$ cat src/rtl/alu_pkg.sv
// rtl/alu_pkg.sv - ALU control codes, MIPS R-type funct values and the funct decoder
package alu_pkg;

    localparam logic [3:0] ALU_AND = 4'd0;
    localparam logic [3:0] ALU_OR  = 4'd1;
    localparam logic [3:0] ALU_ADD = 4'd2;
    localparam logic [3:0] ALU_SUB = 4'd6;
    localparam logic [3:0] ALU_SLT = 4'd7;
    localparam logic [3:0] ALU_NOR = 4'd12;

    localparam logic [5:0] FUNCT_AND = 6'h24;
    localparam logic [5:0] FUNCT_OR  = 6'h25;
    localparam logic [5:0] FUNCT_ADD = 6'h20;
    localparam logic [5:0] FUNCT_SUB = 6'h22;
    localparam logic [5:0] FUNCT_SLT = 6'h2A;
    localparam logic [5:0] FUNCT_NOR = 6'h27;

    typedef struct packed {
        logic       bad;
        logic [3:0] ctrl;
    } dec_t;

    // Unsupported functs decode to AND with bad set; bad entries never reach the ALU.
    function automatic dec_t decode_funct(input logic [5:0] funct);
        dec_t d;
        d.bad  = 1'b0;
        d.ctrl = ALU_AND;
        case (funct)
            FUNCT_AND: d.ctrl = ALU_AND;
            FUNCT_OR:  d.ctrl = ALU_OR;
            FUNCT_ADD: d.ctrl = ALU_ADD;
            FUNCT_SUB: d.ctrl = ALU_SUB;
            FUNCT_SLT: d.ctrl = ALU_SLT;
            FUNCT_NOR: d.ctrl = ALU_NOR;
            default:   d.bad  = 1'b1;
        endcase
        return d;
    endfunction

endpackage

$ cat src/rtl/alu_dispatch_if.sv
// rtl/alu_dispatch_if.sv - op input, ALU drive/return and result handshake bundle
interface alu_dispatch_if #(parameter int TAG_W = 4);

    logic             in_valid;
    logic             in_ready;
    logic [31:0]      in_src1;
    logic [31:0]      in_src2;
    logic [5:0]       in_funct;
    logic [TAG_W-1:0] in_tag;

    logic [31:0]      alu_src1;
    logic [31:0]      alu_src2;
    logic [3:0]       alu_control;
    logic [31:0]      alu_result;
    logic             alu_zero;
    logic             alu_cout;
    logic             alu_overflow;

    logic             res_valid;
    logic             res_ready;
    logic [31:0]      res_data;
    logic [2:0]       res_zcv;
    logic [TAG_W-1:0] res_tag;
    logic             illegal;

    modport slave (
        input  in_valid, in_src1, in_src2, in_funct, in_tag,
        output in_ready,
        output alu_src1, alu_src2, alu_control,
        input  alu_result, alu_zero, alu_cout, alu_overflow,
        output res_valid, res_data, res_zcv, res_tag, illegal,
        input  res_ready
    );

    modport master (
        output in_valid, in_src1, in_src2, in_funct, in_tag,
        input  in_ready,
        input  alu_src1, alu_src2, alu_control,
        output alu_result, alu_zero, alu_cout, alu_overflow,
        input  res_valid, res_data, res_zcv, res_tag, illegal,
        output res_ready
    );

endinterface

$ cat src/rtl/alu_dispatch_fifo.sv
// rtl/alu_dispatch_fifo.sv - generic synchronous FIFO with wrap-bit pointers and head peek
module alu_dispatch_fifo #(
    parameter int WIDTH = 8,
    parameter int DEPTH = 4
) (
    input  logic             clk,
    input  logic             rst_n,
    input  logic             push,
    input  logic [WIDTH-1:0] wdata,
    input  logic             pop,
    output logic             full,
    output logic             empty,
    output logic [WIDTH-1:0] head
);

    localparam int AW = $clog2(DEPTH);

    logic [AW:0]      wr_ptr;
    logic [AW:0]      rd_ptr;
    logic [WIDTH-1:0] mem [DEPTH];

    assign empty = (wr_ptr == rd_ptr);
    assign full  = (wr_ptr[AW-1:0] == rd_ptr[AW-1:0]) && (wr_ptr[AW] != rd_ptr[AW]);
    assign head  = mem[rd_ptr[AW-1:0]];

    always_ff @(posedge clk) begin
        if (push && !full) begin
            mem[wr_ptr[AW-1:0]] <= wdata;
        end
    end

    // Pointers roll over modulo 2*DEPTH; the extra MSB tells full from empty.
    always_ff @(posedge clk) begin
        if (!rst_n) begin
            wr_ptr <= '0;
            rd_ptr <= '0;
        end else begin
            if (push && !full) begin
                wr_ptr <= wr_ptr + 1'b1;
            end
            if (pop && !empty) begin
                rd_ptr <= rd_ptr + 1'b1;
            end
        end
    end

endmodule

$ cat src/rtl/alu_dispatch.sv
// rtl/alu_dispatch.sv - R-type issue stage feeding the alu, with result register; ALU_DISPATCH_STATS_EN adds issue/overflow counters
module alu_dispatch
    import alu_pkg::*;
#(
    parameter int DEPTH = 4,
    parameter int TAG_W = 4
) (
    input  logic clk,
    input  logic rst_n,
    alu_dispatch_if.slave bus
`ifdef ALU_DISPATCH_STATS_EN
    ,
    output logic [15:0] stat_issued,
    output logic [15:0] stat_ovf
`endif
);

    typedef struct packed {
        logic [TAG_W-1:0] tag;
        logic [31:0]      src1;
        logic [31:0]      src2;
        dec_t             dec;
    } entry_t;

    localparam int EW = $bits(entry_t);

    entry_t           in_entry;
    entry_t           head;
    logic             push;
    logic             pop;
    logic             full;
    logic             empty;
    logic             slot_free;
    logic             issue;
    logic             drop;

    logic             res_valid_q;
    logic [31:0]      res_data_q;
    logic [2:0]       res_zcv_q;
    logic [TAG_W-1:0] res_tag_q;
    logic             illegal_q;

    always_comb begin
        in_entry      = '0;
        in_entry.tag  = bus.in_tag;
        in_entry.src1 = bus.in_src1;
        in_entry.src2 = bus.in_src2;
        in_entry.dec  = decode_funct(bus.in_funct);
    end

    assign bus.in_ready = rst_n && !full;
    assign push         = bus.in_valid && bus.in_ready;

    alu_dispatch_fifo #(
        .WIDTH (EW),
        .DEPTH (DEPTH)
    ) u_fifo (
        .clk   (clk),
        .rst_n (rst_n),
        .push  (push),
        .wdata (in_entry),
        .pop   (pop),
        .full  (full),
        .empty (empty),
        .head  (head)
    );

    // A bad head is discarded without waiting for the result slot.
    assign slot_free = !res_valid_q || bus.res_ready;
    assign issue     = !empty && !head.dec.bad && slot_free;
    assign drop      = !empty && head.dec.bad;
    assign pop       = issue || drop;

    always_comb begin
        bus.alu_src1    = '0;
        bus.alu_src2    = '0;
        bus.alu_control = '0;
        if (!empty && !head.dec.bad) begin
            bus.alu_src1    = head.src1;
            bus.alu_src2    = head.src2;
            bus.alu_control = head.dec.ctrl;
        end
    end

    always_ff @(posedge clk) begin
        if (!rst_n) begin
            res_valid_q <= 1'b0;
            res_data_q  <= '0;
            res_zcv_q   <= '0;
            res_tag_q   <= '0;
            illegal_q   <= 1'b0;
        end else begin
            illegal_q <= drop;
            if (issue) begin
                res_valid_q <= 1'b1;
                res_data_q  <= bus.alu_result;
                res_zcv_q   <= {bus.alu_zero, bus.alu_cout, bus.alu_overflow};
                res_tag_q   <= head.tag;
            end else if (res_valid_q && bus.res_ready) begin
                res_valid_q <= 1'b0;
            end
        end
    end

    assign bus.res_valid = res_valid_q;
    assign bus.res_data  = res_data_q;
    assign bus.res_zcv   = res_zcv_q;
    assign bus.res_tag   = res_tag_q;
    assign bus.illegal   = illegal_q;

`ifdef ALU_DISPATCH_STATS_EN
    always_ff @(posedge clk) begin
        if (!rst_n) begin
            stat_issued <= '0;
            stat_ovf    <= '0;
        end else if (issue) begin
            if (stat_issued != 16'hFFFF) begin
                stat_issued <= stat_issued + 16'd1;
            end
            if (bus.alu_overflow && (stat_ovf != 16'hFFFF)) begin
                stat_ovf <= stat_ovf + 16'd1;
            end
        end
    end
`endif

endmodule

$ cat src/flat_wrapper.sv
// flat-port wrapper written by rule: the top's interface ports become plain ports
module alu_dispatch_flat import alu_pkg::*;
#(
    parameter int DEPTH = 4,
    parameter int TAG_W = 4
)
  (clk, rst_n, bus_in_valid, bus_in_src1, bus_in_src2, bus_in_funct, bus_in_tag, bus_in_ready, bus_alu_src1, bus_alu_src2, bus_alu_control, bus_alu_result, bus_alu_zero, bus_alu_cout, bus_alu_overflow, bus_res_valid, bus_res_data, bus_res_zcv, bus_res_tag, bus_illegal, bus_res_ready);
  alu_dispatch_if #(.TAG_W(TAG_W)) bus_i ();
  input  logic clk;
  input  logic rst_n;
  input wire logic [$bits(bus_i.in_valid)-1:0] bus_in_valid;
  input wire logic [$bits(bus_i.in_src1)-1:0] bus_in_src1;
  input wire logic [$bits(bus_i.in_src2)-1:0] bus_in_src2;
  input wire logic [$bits(bus_i.in_funct)-1:0] bus_in_funct;
  input wire logic [$bits(bus_i.in_tag)-1:0] bus_in_tag;
  output wire logic [$bits(bus_i.in_ready)-1:0] bus_in_ready;
  output wire logic [$bits(bus_i.alu_src1)-1:0] bus_alu_src1;
  output wire logic [$bits(bus_i.alu_src2)-1:0] bus_alu_src2;
  output wire logic [$bits(bus_i.alu_control)-1:0] bus_alu_control;
  input wire logic [$bits(bus_i.alu_result)-1:0] bus_alu_result;
  input wire logic [$bits(bus_i.alu_zero)-1:0] bus_alu_zero;
  input wire logic [$bits(bus_i.alu_cout)-1:0] bus_alu_cout;
  input wire logic [$bits(bus_i.alu_overflow)-1:0] bus_alu_overflow;
  output wire logic [$bits(bus_i.res_valid)-1:0] bus_res_valid;
  output wire logic [$bits(bus_i.res_data)-1:0] bus_res_data;
  output wire logic [$bits(bus_i.res_zcv)-1:0] bus_res_zcv;
  output wire logic [$bits(bus_i.res_tag)-1:0] bus_res_tag;
  output wire logic [$bits(bus_i.illegal)-1:0] bus_illegal;
  input wire logic [$bits(bus_i.res_ready)-1:0] bus_res_ready;
  assign bus_i.in_valid = bus_in_valid;
  assign bus_i.in_src1 = bus_in_src1;
  assign bus_i.in_src2 = bus_in_src2;
  assign bus_i.in_funct = bus_in_funct;
  assign bus_i.in_tag = bus_in_tag;
  assign bus_in_ready = bus_i.in_ready;
  assign bus_alu_src1 = bus_i.alu_src1;
  assign bus_alu_src2 = bus_i.alu_src2;
  assign bus_alu_control = bus_i.alu_control;
  assign bus_i.alu_result = bus_alu_result;
  assign bus_i.alu_zero = bus_alu_zero;
  assign bus_i.alu_cout = bus_alu_cout;
  assign bus_i.alu_overflow = bus_alu_overflow;
  assign bus_res_valid = bus_i.res_valid;
  assign bus_res_data = bus_i.res_data;
  assign bus_res_zcv = bus_i.res_zcv;
  assign bus_res_tag = bus_i.res_tag;
  assign bus_illegal = bus_i.illegal;
  assign bus_i.res_ready = bus_res_ready;
  alu_dispatch #(.DEPTH(DEPTH), .TAG_W(TAG_W)) u_core (.clk(clk), .rst_n(rst_n), .bus(bus_i));
endmodule
$ cat config.mk
export PLATFORM = sky130hd
export DESIGN_NAME = alu_dispatch_flat
export DESIGN_NICKNAME = d
export VERILOG_FILES = /design/src/rtl/alu_pkg.sv /design/src/rtl/alu_dispatch_if.sv /design/src/rtl/alu_dispatch_fifo.sv /design/src/rtl/alu_dispatch.sv /design/src/flat_wrapper.sv
export SDC_FILE = /design/constraint.sdc
export NUM_CORES = 1
export LEC_CHECK = 0
export CORE_UTILIZATION = 35
export DETAILED_ROUTE_END_ITERATION = 8
export HOLD_SLACK_MARGIN = 0.12
export SYNTH_ARGS = -nofsm -noshare
export SYNTH_HDL_FRONTEND = slang
export SYNTH_HIERARCHICAL = 1
export SYNTH_SLANG_ARGS = --single-unit
export TNS_END_PERCENT = 50
$ cat constraint.sdc
create_clock -name clk -period 4.6 [get_ports clk]
set_input_delay 0.46 -clock clk [delete_from_list [all_inputs] [get_ports clk]]
set_output_delay 0.46 -clock clk [all_outputs]
set_load 0.02 [all_outputs]
## Word-level counts from Yosys, hierarchy flattened

Memories as Yosys holds them, arrays and structs flattened. A register that Yosys moved wholly into a read port is not among the register bits.
Cells that the tools add are included.

- Memories: 1
- RAM bits: 292
- Output and inout bits: 110
- Logic and storage cells: 47
- Register bits: 47

Memory list:

| memory | depth | bits a word | rd ports | clocked after Yosys merged registers in | wr ports | RTL line | source |
|---|---|---|---|---|---|---|---|
| u_core.u_fifo.mem | 4 | 73 | 1 | 1 | 1 | alu_dispatch_fifo.sv:20 | `logic [WIDTH-1:0] mem [DEPTH];` |

- Reductions and logical operators: 17
- $add $sub $neg: 2
- Multiplexer cells: 11
- Equality and inequality tests: 9

Operators by type and width:

| cell | number |
|---|---|
| two-way mux 32 bit | 2 |
| equality test 6 bit (second input constant) | 6 |
| one-hot mux 4 bit (5 select lines) | 1 |
| logical AND 1 bit | 9 |
| adder 3 x 1 -> 3 bit (second input constant) | 2 |
| OR reduction 6 bit | 1 |
| two-way mux 1 bit | 5 |
| zero test 1 bit | 4 |
| two-way mux 2 bit | 2 |
| two-way mux 4 bit | 1 |
| equality test 3 bit | 1 |
| equality test 2 bit | 1 |
| logical OR 1 bit | 2 |
| nonzero test 2 bit | 1 |
| inequality test 1 bit | 1 |

## Depth between registers and ports, before layout

Gate-level depths: netlist of run 1.

- Depth in word-level cells: 8
- Mapped depth: 9
- Gate-level depth less buffers: 7

## By module

Netlist of run 1, hierarchy kept.

By module, submodules not included:

| module | instances | area an instance (µm²) | seq. area each (µm²) | cells an instance |
|---|---|---|---|---|
| alu_dispatch_fifo | 1 | 11,058.1 | 8,928.6 | 449 |
| alu_dispatch | 1 | 2,192.1 | 820.8 | 269 |

## Least setup slack after synthesis of run 1

OpenSTA, ideal clock, no wires.

- Path type: register -> register
- Start point: register u_core.u_fifo.wr_ptr[0]
- End point: memory u_core/u_fifo/mem[3][0] (netlist bit) (enable)
- Cell stages (with the launch flop): 7
- Arrival time: 4.684 ns
- Path slack: -0.588 ns
- Clock period less this slack: 5.188 ns
- Cells stage by stage: dfxtp_1 -> xor2_1 -> nor3_1 -> nor2b_1 -> and2_1 -> nand2_1 -> nor2_1

- Longest elaborated chain between the ends: 8

RTL lines:

| item | RTL line | source |
|---|---|---|
| start, declared | alu_dispatch_fifo.sv:18 | `logic [AW:0] wr_ptr;` |
| start signal, assigned | alu_dispatch_fifo.sv:39 | `wr_ptr <= wr_ptr + 1'b1;` |
| equality test 2 bit | alu_dispatch_fifo.sv:23 | `assign full = (wr_ptr[AW-1:0] == rd_ptr[AW-1:0]) && (wr_ptr[AW] != rd_ptr[AW]);` |
| logical AND 1 bit | alu_dispatch_fifo.sv:23 |  |
| via u_core.full | alu_dispatch.sv:31 | `logic full;` |
| zero test 1 bit | alu_dispatch.sv:51 | `assign bus.in_ready = rst_n && !full;` |
| logical AND 1 bit | alu_dispatch.sv:51 |  |
| via bus_in_ready | flat_wrapper.sv:16 | `output wire logic [$bits(bus_i.in_ready)-1:0] bus_in_ready;` |
| logical AND 1 bit | alu_dispatch.sv:52 | `assign push = bus.in_valid && bus.in_ready;` |
| via u_core.push | alu_dispatch.sv:29 | `logic push;` |
| logical AND 1 bit | alu_dispatch_fifo.sv:27 | `if (push && !full) begin` |
| two-way mux 1 bit | alu_dispatch_fifo.sv:27 |  |
| two-way mux 1 bit (not written as such) | alu_dispatch_fifo.sv:28 | `mem[wr_ptr[AW-1:0]] <= wdata;` |
| end, declared | alu_dispatch_fifo.sv:20 |  |

The timed path passes the listed nets, and every way through them passes these cells.

## Worst setup path after layout of run 1

- Start point: register u_core.u_fifo.wr_ptr[0]
- End point: output bus_alu_src1[31]

- Longest elaborated chain between the ends: 4

RTL lines:

| item | RTL line | source |
|---|---|---|
| equality test 3 bit | alu_dispatch_fifo.sv:22 | `assign empty = (wr_ptr == rd_ptr);` |
| via u_core.empty | alu_dispatch.sv:32 | `logic empty;` |
| zero test 1 bit | alu_dispatch.sv:78 | `if (!empty && !head.dec.bad) begin` |
| logical AND 1 bit | alu_dispatch.sv:78 |  |
| two-way mux 32 bit | alu_dispatch.sv:78 |  |
| end, declared | flat_wrapper.sv:17 | `output wire logic [$bits(bus_i.alu_src1)-1:0] bus_alu_src1;` |

The timed path passes the listed nets, and every way through them passes these cells.

==> metrics.md, run 1 <==
| Metric | Value |
|---|---|
| Result of the run | `finished clean` |
| Clk network pwr share | `0.337` |
| Cell depth of the worst hold path | `2` |
| CTS H-Tree Depth | `2` |
| Synthesized flop and latch total | `341` |
| Overall Global Routing Usage | `0.145` |
| Proportion of register bits with asynchronous set or reset after synthesis | `0` |
| Post-Route WL | `27.8 mm` |
| Finished Layout Cells | `1479` |
| Footprint of the multi-input gates | `3290 sq um` |
| Average footprint of a synthesized cell | `18.5 sq um` |
| Grt ovf | `0` |
| RSZ-0062 raised after global routing | `no` |
| Largest clock skew in the final design | `0.0168 ns` |
| Via density | `4.81` |
| Maximum number of pins on one net before global-route repair | `88` |
| Share of the yosys chip area belonging to registers | `0.736` |
| Setup slack of the most critical reg-to-reg path | `1.35 ns` |
| Most frequent standard cell in the layout excluding fill and tap cells | `sky130_fd_sc_hd__edfxtp_1` |
| Post-Synthesis Cells | `718` |
| Syn. warnings | `6` |
| Storage element area | `9760 sq um` |
| Clock root buffer | `sky130_fd_sc_hd__clkbuf_16` |
| Routed wire length per instance | `18.8 microns` |
| Power density normalized to cell area | `473 nW/um^2` |
| Cell area after synthesis | `13300 sq um` |
| Sw Share | `0.260` |
| Most used flip-flop cell after synthesis | `sky130_fd_sc_hd__edfxtp_1` |
| End of the worst register-to-register path | `u_core/u_fifo/mem[1][49]` |
| Number of distinct library cells after synthesis | `40` |
| Crit path cell chain | `xor2_1 > nor3_1 > nor2_4 > buf_12 > and2_1 > clkdlybuf4s50_1` |
| Source-to-sink clock delay at the later pin of the worst-skew pair | `0.53 ns` |
| Slowest cell on the critical path | `sky130_fd_sc_hd__clkdlybuf4s50_1` |
| Number of resized instances in the post-cts repair step | `0` |
| Via count of the first global-routing pass | `7242` |
| Startpoint type of the worst setup path | `flop` |
| Placed wire-length estimate after detailed placement | `16.9 mm` |
| Highest net fanout along the worst path | `43` |
| Initial drt markers | `381` |
| Internal power consumption | `6.01 mW` |
| Family with the most delay on the worst path | `simple AND/OR/NAND/NOR gates` |
| Site Rows | `70` |
| Part of the cycle the worst path needs | `0.802` |
| Final Slew Violations | `0` |
| Clock Tree Buf Depth | `3` |
| Initial antenna violation count | `6` |
| Placer's final routability congestion estimate | `0.736` |
| Setup TNS | `0 ns` |
| Clock slew seen by the registers of the worst setup and hold paths | `0.06 ns` |
| Initial core utilization | `0.358` |
| TritonCTS sink count | `341` |
| Power share of the sequential group | `0.441` |
| Layout cells sized above 1 | `0.144` |
| Count of placed standard cells including taps | `1417` |
| CTS Hold Buffers Added | `0` |
| Max-Cap Viols | `0` |
| Filler Cell Count | `3233` |
| DRT antenna net count | `0` |
| Max-slew headroom at the worst pin | `0.425` |
| Fin crit period | `3.69 ns` |
| Number of detailed-routing iterations run before antenna repair | `4` |
| Count of endpoints failing hold in the final timing report | `0` |
| CTS tree | `built` |
| Leakage power total | `5.50 nW` |
| Setup crit end kind | `output port` |
| Total core area | `37000 sq um` |
| Type of the setup path with the least slack | `reg -> out` |
| Die span in y | `197 microns` |
| Port Buf Inserts | `222` |
| Endpoint of the worst hold path | `u_core/bus.res_tag[0]` |
| Number of nets at the end of the flow | `1070` |
| Top Ports | `223` |
| Maximum single-stage delay on the critical path | `0.60 ns` |
| Path class of the lowest-slack min-delay path | `reg -> reg` |
| Startpoint of the most critical register-to-register path | `u_core/u_fifo/wr_ptr[0]` |
| Worst slew pin tran | `0.862 ns` |
| Data required time of the critical path | `4.14 ns` |
| Post-CTS repair timing setup buffer count | `0` |
| Worst reg2reg path depth | `8` |
| Worst Hold Launch | `u_core/bus.res_tag[0]` |
| First-pass GRT wire length | `42.4 mm` |
| Number of design rule violations left after detail routing | `0` |
| Via count of the routed design | `7112` |
| IR drop worst, VDD | `0.281 mV` |
| Critical path buffers and inverters | `2` |
| Signal arrival time at the worst endpoint | `3.23 ns` |
| Final number of setup-violating endpoints | `0` |
| Full die area | `38600 sq um` |
| Leading cell types in the layout, fill and taps excluded | `sky130_fd_sc_hd__edfxtp_1, sky130_fd_sc_hd__clkdlybuf4s50_1, sky130_fd_sc_hd__nand2_1` |
| Reported net switching power | `2.11 mW` |
| Chip width | `197 microns` |
| Area grow syn2layout | `29.6%` |
| Proportion of power drawn by combinational gates | `0.222` |
| Number of clock buffers inserted by TritonCTS | `37` |
| Total nets after synthesis | `836` |
| Count of flip-flops with a built-in enable after synthesis | `292` |
| Highest achievable clock rate | `0.271 GHz` |
synth_stat cells, types with 2 or more instances:
master | count | area [sq um]
sky130_fd_sc_hd__buf_6 | 5 | 56.3
sky130_fd_sc_hd__inv_1 | 6 | 22.5
sky130_fd_sc_hd__mux2i_1 | 39 | 390
sky130_fd_sc_hd__ha_1 | 5 | 62.6
sky130_fd_sc_hd__buf_1 | 7 | 26.3
sky130_fd_sc_hd__dfxtp_1 | 49 | 981
sky130_fd_sc_hd__a41oi_1 | 2 | 17.5
sky130_fd_sc_hd__nor3_1 | 4 | 20.0
sky130_fd_sc_hd__nand3_1 | 3 | 15.0
sky130_fd_sc_hd__nand2_1 | 82 | 308
sky130_fd_sc_hd__xnor2_1 | 3 | 26.3
sky130_fd_sc_hd__a21oi_1 | 2 | 10.0
sky130_fd_sc_hd__clkbuf_1 | 13 | 48.8
sky130_fd_sc_hd__o211ai_1 | 2 | 15.0
sky130_fd_sc_hd__and2_1 | 73 | 457
sky130_fd_sc_hd__a211o_1 | 4 | 35.0
sky130_fd_sc_hd__o21a_1 | 2 | 15.0
sky130_fd_sc_hd__mux4_2 | 73 | 1640
sky130_fd_sc_hd__clkbuf_2 | 3 | 15.0
sky130_fd_sc_hd__xor2_1 | 3 | 26.3
sky130_fd_sc_hd__o21ai_0 | 4 | 20.0
sky130_fd_sc_hd__edfxtp_1 | 292 | 8770
sky130_fd_sc_hd__nand4_1 | 2 | 12.5
sky130_fd_sc_hd__a31oi_1 | 2 | 12.5
sky130_fd_sc_hd__nand3b_1 | 6 | 45.0
sky130_fd_sc_hd__and3_1 | 2 | 12.5
sky130_fd_sc_hd__nor2_1 | 7 | 26.3
sky130_fd_sc_hd__nor2b_1 | 3 | 18.8
sky130_fd_sc_hd__buf_2 | 9 | 45.0
sequential cells by signal, indices dropped and copies added (netlist names), named ones only:
register / flops
u_core/bus.res_data: 32
u_core/u_fifo/rd_ptr: 3
u_core/bus.res_zcv: 3
u_core/bus.illegal: 1
u_core/bus.res_valid: 1
u_core/u_fifo/mem: 292
u_core/u_fifo/wr_ptr: 3
u_core/bus.res_tag: 4
cells by family (layout without fill, tap and decap cells):
| kind of cell | count (synthesis) | after routing | share of synthesized area |
|---|---|---|---|
| flops | 341 | 341 | 0.736 |
| simple gates | 187 | 187 | 0.0726 |
| mux | 112 | 112 | 0.154 |
| buf+inv | 44 | 299 | 0.0167 |
| compound gates | 23 | 23 | 0.0127 |
| xor+xnor | 6 | 6 | 0.00397 |
| fa+ha+maj | 5 | 5 | 0.00472 |
| other cells | 0 | 2 | 0 |
routing by layer:
| layer | track usage | wire (microns) | up-vias |
|---|---|---|---|
| met5 | 0 | 60 | - |
| met4 | 0.0491 | 682 | 10 |
| met1 | 0.193 | 12300 | 3536 |
| met3 | 0.0479 | 2290 | 52 |
| li1 | - | - | 3258 |
| met2 | 0.223 | 12500 | 256 |
power groups by stage:
stage | registers (mW) | logic [mW] | clock network [mW]
2_1_floorplan | 3.69 | 1.11 | 0
3_3_place_gp | 3.64 | 1.85 | 0
3_5_place_dp | 3.65 | 1.84 | 0
4_1_cts | 3.59 | 1.85 | 2.82
5_1_grt | 3.60 | 1.95 | 2.92
6_report | 3.58 | 1.80 | 2.73
area by class of cell:
cell class	count	share of cell area
sequential	341	0.568
multi-input combinational	333	0.192
timing repair buffer	233	0.137
clock buffer	48	0.0582
tap	504	0.0367
clock inverter	12	0.00641
inverter	6	0.00131
antenna	2	0.000292
metrics by stage:
stage / cell area [sq um] / total power, mW / hold slack (ns) / setup slack, ns / util
3_3_place_gp: 16100 / 5.49 / 0.442 / 1.35 / 0.434
5_1_grt: 17200 / 8.47 / 0.472 / 0.635 / 0.464
2_1_floorplan: 13300 / 4.80 / 0.501 / 0.617 / -
6_report: 17200 / 8.12 / 0.453 / 0.910 / 0.464
4_1_cts: 17200 / 8.25 / 0.457 / 0.835 / 0.464
3_5_place_dp: 16100 / 5.49 / 0.446 / 1.29 / 0.434
worst max path at each step:
stage	to	cells past startpoint	slack, ns	start
3_5_place_dp	u_core/u_fifo/mem[1][58]	8	1.29	u_core/u_fifo/wr_ptr[0]
2_1_floorplan	u_core/u_fifo/mem[3][0]	6	0.62	u_core/u_fifo/wr_ptr[0]
3_3_place_gp	u_core/u_fifo/mem[1][58]	8	1.35	u_core/u_fifo/wr_ptr[0]
5_1_grt	bus_alu_src1[20]	6	0.63	u_core/u_fifo/wr_ptr[0]
4_1_cts	bus_alu_src1[14]	6	0.83	u_core/u_fifo/wr_ptr[0]
6_report	bus_alu_src1[31]	6	0.91	u_core/u_fifo/wr_ptr[0]
worst reg2reg max path: stages (launching register included):
cell                      delay [ns]
sky130_fd_sc_hd__dfxtp_1        0.46
sky130_fd_sc_hd__xor2_1         0.46
sky130_fd_sc_hd__nor3_1         0.19
sky130_fd_sc_hd__nor2b_1        0.18
sky130_fd_sc_hd__and2_1         0.24
sky130_fd_sc_hd__inv_1          0.07
sky130_fd_sc_hd__a31oi_1        0.25
sky130_fd_sc_hd__and2_4         0.67
sky130_fd_sc_hd__buf_4          0.39
Power figures use the tool's default switching activity.
==> run 2, diff against run 1 <==
- clock period: 4.6 -> 3.15 ns (I/O delays scaled with it)
==> metrics.md, run 2 (synthesis gave the netlist of run 1 again) <==
| Metric | Value |
|---|---|
| Placed wire-length estimate after detailed placement | `17.0 mm` |
| Count of endpoints failing hold in the final timing report | `0` |
| Layout cells sized above 1 | `0.157` |
| Maximum number of pins on one net before global-route repair | `88` |
| Number of design rule violations left after detail routing | `0` |
| Type of the setup path with the least slack | `reg -> out` |
| Worst slew pin tran | `0.856 ns` |
| TritonCTS sink count | `341` |
| Number of clock buffers inserted by TritonCTS | `38` |
| Leading cell types in the layout, fill and taps excluded | `sky130_fd_sc_hd__edfxtp_1, sky130_fd_sc_hd__clkdlybuf4s50_1, sky130_fd_sc_hd__nand2_1` |
| Final Core Density | `0.473` |
| Final Slew Violations | `0` |
| Placed Instance Area | `16200 sq um` |
| Most frequent standard cell in the layout excluding fill and tap cells | `sky130_fd_sc_hd__edfxtp_1` |
| Placer's final routability congestion estimate | `0.748` |
| Initial antenna violation count | `1` |
| Leakage power total | `6.08 nW` |
| Clock Tree Buf Depth | `3` |
| Post-route design area | `17500 sq um` |
| Die span in y | `197 microns` |
| Power density normalized to cell area | `692 nW/um^2` |
| Max-slew headroom at the worst pin | `0.429` |
| Filler Cell Count | `3196` |
| Overall Global Routing Usage | `0.147` |
| Fin crit period | `3.07 ns` |
| DRT antenna net count | `0` |
| Chip width | `197 microns` |
| Startpoint type of the worst setup path | `flop` |
| Footprint of the multi-input gates | `3320 sq um` |
| Area grow syn2layout | `31.9%` |
| Total core area | `37000 sq um` |
| Highest net fanout along the worst path | `23` |
| Port Buf Inserts | `222` |
| Highest achievable clock rate | `0.326 GHz` |
| Largest clock skew in the final design | `0.0123 ns` |
| Via density | `4.76` |
| Clock slew seen by the registers of the worst setup and hold paths | `0.05 ns` |
| Part of the cycle the worst path needs | `0.974` |
| Max-Cap Viols | `0` |
| Number of detailed-routing iterations run before antenna repair | `4` |
| Via count of the first global-routing pass | `7441` |
| Path class of the lowest-slack min-delay path | `in -> reg` |
| CTS H-Tree Depth | `2` |
| Top Ports | `223` |
| RSZ-0062 raised after global routing | `yes` |
| IR drop worst, VDD | `0.339 mV` |
| Reported net switching power | `3.10 mW` |
| Proportion of power drawn by combinational gates | `0.225` |
| Number of nets at the end of the flow | `1078` |
| CTS tree | `built` |
| Site Rows | `70` |
| Initial core utilization | `0.358` |
| Source-to-sink clock delay at the later pin of the worst-skew pair | `0.52 ns` |
| Signal arrival time at the worst endpoint | `2.75 ns` |
| Clk network pwr share | `0.342` |
| Sw Share | `0.256` |
| Internal power consumption | `9.00 mW` |
| Storage element area | `9760 sq um` |
| Power share of the sequential group | `0.432` |
| Initial drt markers | `286` |
| Post-Route WL | `28.6 mm` |
| Data required time of the critical path | `2.83 ns` |
| Full die area | `38600 sq um` |
| First-pass GRT wire length | `43.1 mm` |
| Result of the run | `finished clean` |
| Final number of setup-violating endpoints | `0` |
| Number of flip-flops under the largest register name | `292` |
| Worst hold margin | `0.363 ns` |
| Setup crit end kind | `output port` |
| Via count of the routed design | `7104` |
| Clock root buffer | `sky130_fd_sc_hd__clkbuf_16` |
| Grt ovf | `0` |
| Routed wire length per instance | `19.2 microns` |
==> run 2: final timing paths <==
kind                            slack (ns)                    start  depth (start not counted)                 endpoint
worst max register to register        0.50  u_core/u_fifo/wr_ptr[2]                          8  u_core/u_fifo/mem[2][4]
worst min register to register        0.46   u_core/bus.res_data[5]                          2   u_core/bus.res_data[5]
worst min-delay path                  0.36        bus_alu_result[5]                          3   u_core/bus.res_data[5]
worst max-delay path                  0.08                     flop                          5         bus_alu_src1[11]
==> run 2: power by group through the flow <==
stage                     Sequential [mW]  Clock [mW]  Combinational [mW]
after floorplan                      5.38           0                1.62
after global routing                 5.26        4.44                2.94
after CTS                            5.23        4.28                2.73
final                                5.23        4.14                2.73
after detailed placement             5.32           0                2.71
after global placement               5.31           0                2.73
==> run 2: metrics by stage <==
step	power (mW)	setup TNS, ns	setup WS (ns)	cells
detailed placement	8.03	0	0.418	1422
CTS	12.2	0	0.00268	1488
finish	12.1	0	0.0805	1491
floorplan	7.00	0	0.0305	718
global placement	8.03	0	0.458	1422
global route	12.6	-0.0260	-0.00711	1490
==> run 2: layout make-up <==
class / count / area share
repair buffers: 240 / 0.147
diodes: 1 / 0.000143
flip-flops and latches: 341 / 0.558
clock inverters: 16 / 0.00752
multi-input cells: 333 / 0.190
inverters: 6 / 0.00129
well taps: 504 / 0.0361
clock buffers: 50 / 0.0593
==> run 2: timing repair <==
action	4_1_cts	5_1_grt
hold buffers	0	0
resized for setup	2	31
setup endpoints to repair	67	67
gates cloned	0	2
setup buffers	0	0
==> run 2: per-layer routing <==
metal  up-vias  part of all wire  track usage  wire length, microns
li1       3274                 -            -                     -
met1      3576              0.44        0.194                 12500
met2       220              0.48        0.242                 13700
met3        34             0.068       0.0376                  1960
met4         0             0.015       0.0376                   437
met5         -                 0            0                     0
==> run 2: worst max-delay path, cell delays in order (launching register included) <==
cell,delay [ns]
sky130_fd_sc_hd__dfxtp_4,0.40
sky130_fd_sc_hd__mux4_2,0.60
sky130_fd_sc_hd__nor2_4,0.23
sky130_fd_sc_hd__buf_6,0.22
sky130_fd_sc_hd__and2_1,0.15
sky130_fd_sc_hd__clkdlybuf4s50_1,0.61
==> run 3, diff against run 2 <==
- CORE_MARGIN: not set -> 2
- HOLD_SLACK_MARGIN: 0.12 -> not set
==> metrics.md, run 3 (synthesis gave the netlist of run 1 again) <==
| Metric | Value |
|---|---|
| Largest clock skew in the final design | `0.00959 ns` |
| Pre-CTS worst setup slack | `0.360 ns` |
| Setup TNS | `0 ns` |
| Initial drt markers | `294` |
| Filler Cell Count | `3277` |
| Layout cells sized above 1 | `0.155` |
| Full die area | `39400 sq um` |
| CTS H-Tree Depth | `2` |
| Startpoint type of the worst setup path | `flop` |
| TritonCTS sink count | `341` |
| Worst slew pin tran | `0.841 ns` |
| Grt ovf | `0` |
| Startpoint of the most critical register-to-register path | `u_core/u_fifo/wr_ptr[2]` |
| Worst reg2reg path depth | `8` |
| Clock root buffer | `sky130_fd_sc_hd__clkbuf_16` |
| Critical path buffers and inverters | `2` |
| Path class of the lowest-slack min-delay path | `in -> reg` |
| Initial antenna violation count | `1` |
| Final Core Density | `0.465` |
| Highest achievable clock rate | `0.329 GHz` |
| Data required time of the critical path | `2.83 ns` |
| Initial core utilization | `0.353` |
| Site Rows | `71` |
| Most frequent standard cell in the layout excluding fill and tap cells | `sky130_fd_sc_hd__edfxtp_1` |
| Slowest cell on the critical path | `sky130_fd_sc_hd__clkdlybuf4s50_1` |
| Number of flip-flops under the largest register name | `292` |
| Part of the cycle the worst path needs | `0.965` |
| Routed wire length per instance | `18.9 microns` |
| Chip width | `199 microns` |
| Maximum single-stage delay on the critical path | `0.62 ns` |
| Post-Route WL | `28.3 mm` |
| End of the worst register-to-register path | `u_core/u_fifo/mem[1][48]` |
| Power share of the sequential group | `0.438` |
| Die span in y | `199 microns` |
| First-pass GRT wire length | `42.5 mm` |
| Worst Hold Launch | `bus_alu_result[8]` |
| Top Ports | `223` |
| Number of cells on the critical path | `5` |
| Via count of the first global-routing pass | `7392` |
| Fin crit period | `3.04 ns` |
| Final number of setup-violating endpoints | `0` |
| Placer's final routability congestion estimate | `0.794` |
| Setup crit end kind | `output port` |
| CTS tree | `built` |
| Total core area | `37500 sq um` |
| Proportion of power drawn by combinational gates | `0.228` |
| Internal power consumption | `8.87 mW` |
| Max-Cap Viols | `0` |
| Placed wire-length estimate after detailed placement | `17.1 mm` |
| IR drop worst, VDD | `0.468 mV` |
| Clock slew seen by the registers of the worst setup and hold paths | `0.05 ns` |
| Number of detailed-routing iterations run before antenna repair | `4` |
| Setup crit end | `bus_alu_src1[17]` |
| Overall Global Routing Usage | `0.143` |
| Via density | `4.69` |
| Highest net fanout along the worst path | `36` |
| Area grow syn2layout | `31.7%` |
| Smallest setup slack after layout | `0.109 ns` |
| Number of clock buffers inserted by TritonCTS | `38` |
| Leakage power total | `5.81 nW` |
| Setup slack of the most critical reg-to-reg path | `0.47 ns` |
| Count of endpoints failing hold in the final timing report | `0` |
| Max-slew headroom at the worst pin | `0.439` |
| Number of nets at the end of the flow | `1081` |
| Clk network pwr share | `0.333` |
| DRT antenna net count | `0` |
| Clock Tree Buf Depth | `3` |
| Leading cell types in the layout, fill and taps excluded | `sky130_fd_sc_hd__edfxtp_1, sky130_fd_sc_hd__clkdlybuf4s50_1, sky130_fd_sc_hd__nand2_1` |
| Crit path cell chain | `mux4_2 > nor2_4 > buf_12 > and2_1 > clkdlybuf4s50_1` |
| Maximum number of pins on one net before global-route repair | `88` |
| CTS Hold Buffers Added | `0` |
| Final Slew Violations | `0` |
| Source-to-sink clock delay at the later pin of the worst-skew pair | `0.52 ns` |
| Result of the run | `finished clean` |
| Family with the most delay on the worst path | `buffers and inverters` |
| Power density normalized to cell area | `684 nW/um^2` |
| Via count of the routed design | `7032` |
| Sw Share | `0.257` |
| Type of the setup path with the least slack | `reg -> out` |
| Reported net switching power | `3.06 mW` |
| Port Buf Inserts | `222` |
| Number of design rule violations left after detail routing | `0` |
| Signal arrival time at the worst endpoint | `2.73 ns` |
run 3: worst min path at each step:
stage	slack, ns	to	depth (start not counted)
finish	0.35	u_core/bus.res_data[8]	3
global placement	0.44	u_core/bus.res_data[16]	2
CTS	0.33	u_core/bus.res_data[17]	3
global route	0.34	u_core/bus.res_data[17]	3
floorplan	0.41	u_core/u_fifo/mem[0][10]	0
detailed placement	0.45	u_core/bus.res_data[25]	2
run 3: through the flow:
step | power, mW | instance area (sq um) | hold slack [ns] | cells
3_5_place_dp | 8.03 | 16200 | 0.447 | 1432
2_1_floorplan | 7.00 | 13300 | 0.414 | 718
3_3_place_gp | 8.02 | 16200 | 0.442 | 1432
5_1_grt | 12.5 | 17400 | 0.343 | 1497
4_1_cts | 12.1 | 17400 | 0.328 | 1495
6_report | 11.9 | 17400 | 0.350 | 1499
run 3: timing repair:
item,4_1_cts,5_1_grt
resized for setup,4,15
setup endpoints to repair,68,67
endpoints found under the hold margin,0,0
pin swaps,0,0
setup buffers,0,1
gates cloned,0,1
run 3: layout make-up:
| type | instances | area (sq um) | area share |
|---|---|---|---|
| clock inverter | 12 | 61.3 | 0.00351 |
| tap | 511 | 639 | 0.0366 |
| timing repair buffer | 243 | 2590 | 0.148 |
| inverter | 6 | 22.5 | 0.00129 |
| multi-input combinational | 333 | 3320 | 0.190 |
| sequential | 341 | 9760 | 0.559 |
| clock buffer | 51 | 1050 | 0.0603 |
| antenna | 2 | 5.00 | 0.000287 |
run 3: per-layer routing:
| layer | up-vias | part of all wire | global-route usage |
|---|---|---|---|
| met4 | 0 | 0.017 | 0.0439 |
| met3 | 34 | 0.079 | 0.0432 |
| met1 | 3486 | 0.44 | 0.186 |
| li1 | 3278 | - | - |
| met5 | - | 0 | 0 |
| met2 | 234 | 0.46 | 0.229 |
run 3: power groups by stage:
stage	registers, mW	logic [mW]	clock network, mW
detailed placement	5.32	2.71	0
global route	5.25	2.95	4.31
global placement	5.31	2.71	0
finish	5.23	2.73	3.98
CTS	5.23	2.75	4.11
floorplan	5.38	1.62	0
run 3: worst reg2reg max path: stages (launching register included):
cell	delay, ns
sky130_fd_sc_hd__dfxtp_1	0.37
sky130_fd_sc_hd__xnor2_1	0.49
sky130_fd_sc_hd__nor3_1	0.19
sky130_fd_sc_hd__nor2b_2	0.15
sky130_fd_sc_hd__and2_1	0.22
sky130_fd_sc_hd__inv_1	0.07
sky130_fd_sc_hd__a31oi_1	0.25
sky130_fd_sc_hd__and2_4	0.32
sky130_fd_sc_hd__buf_12	0.27
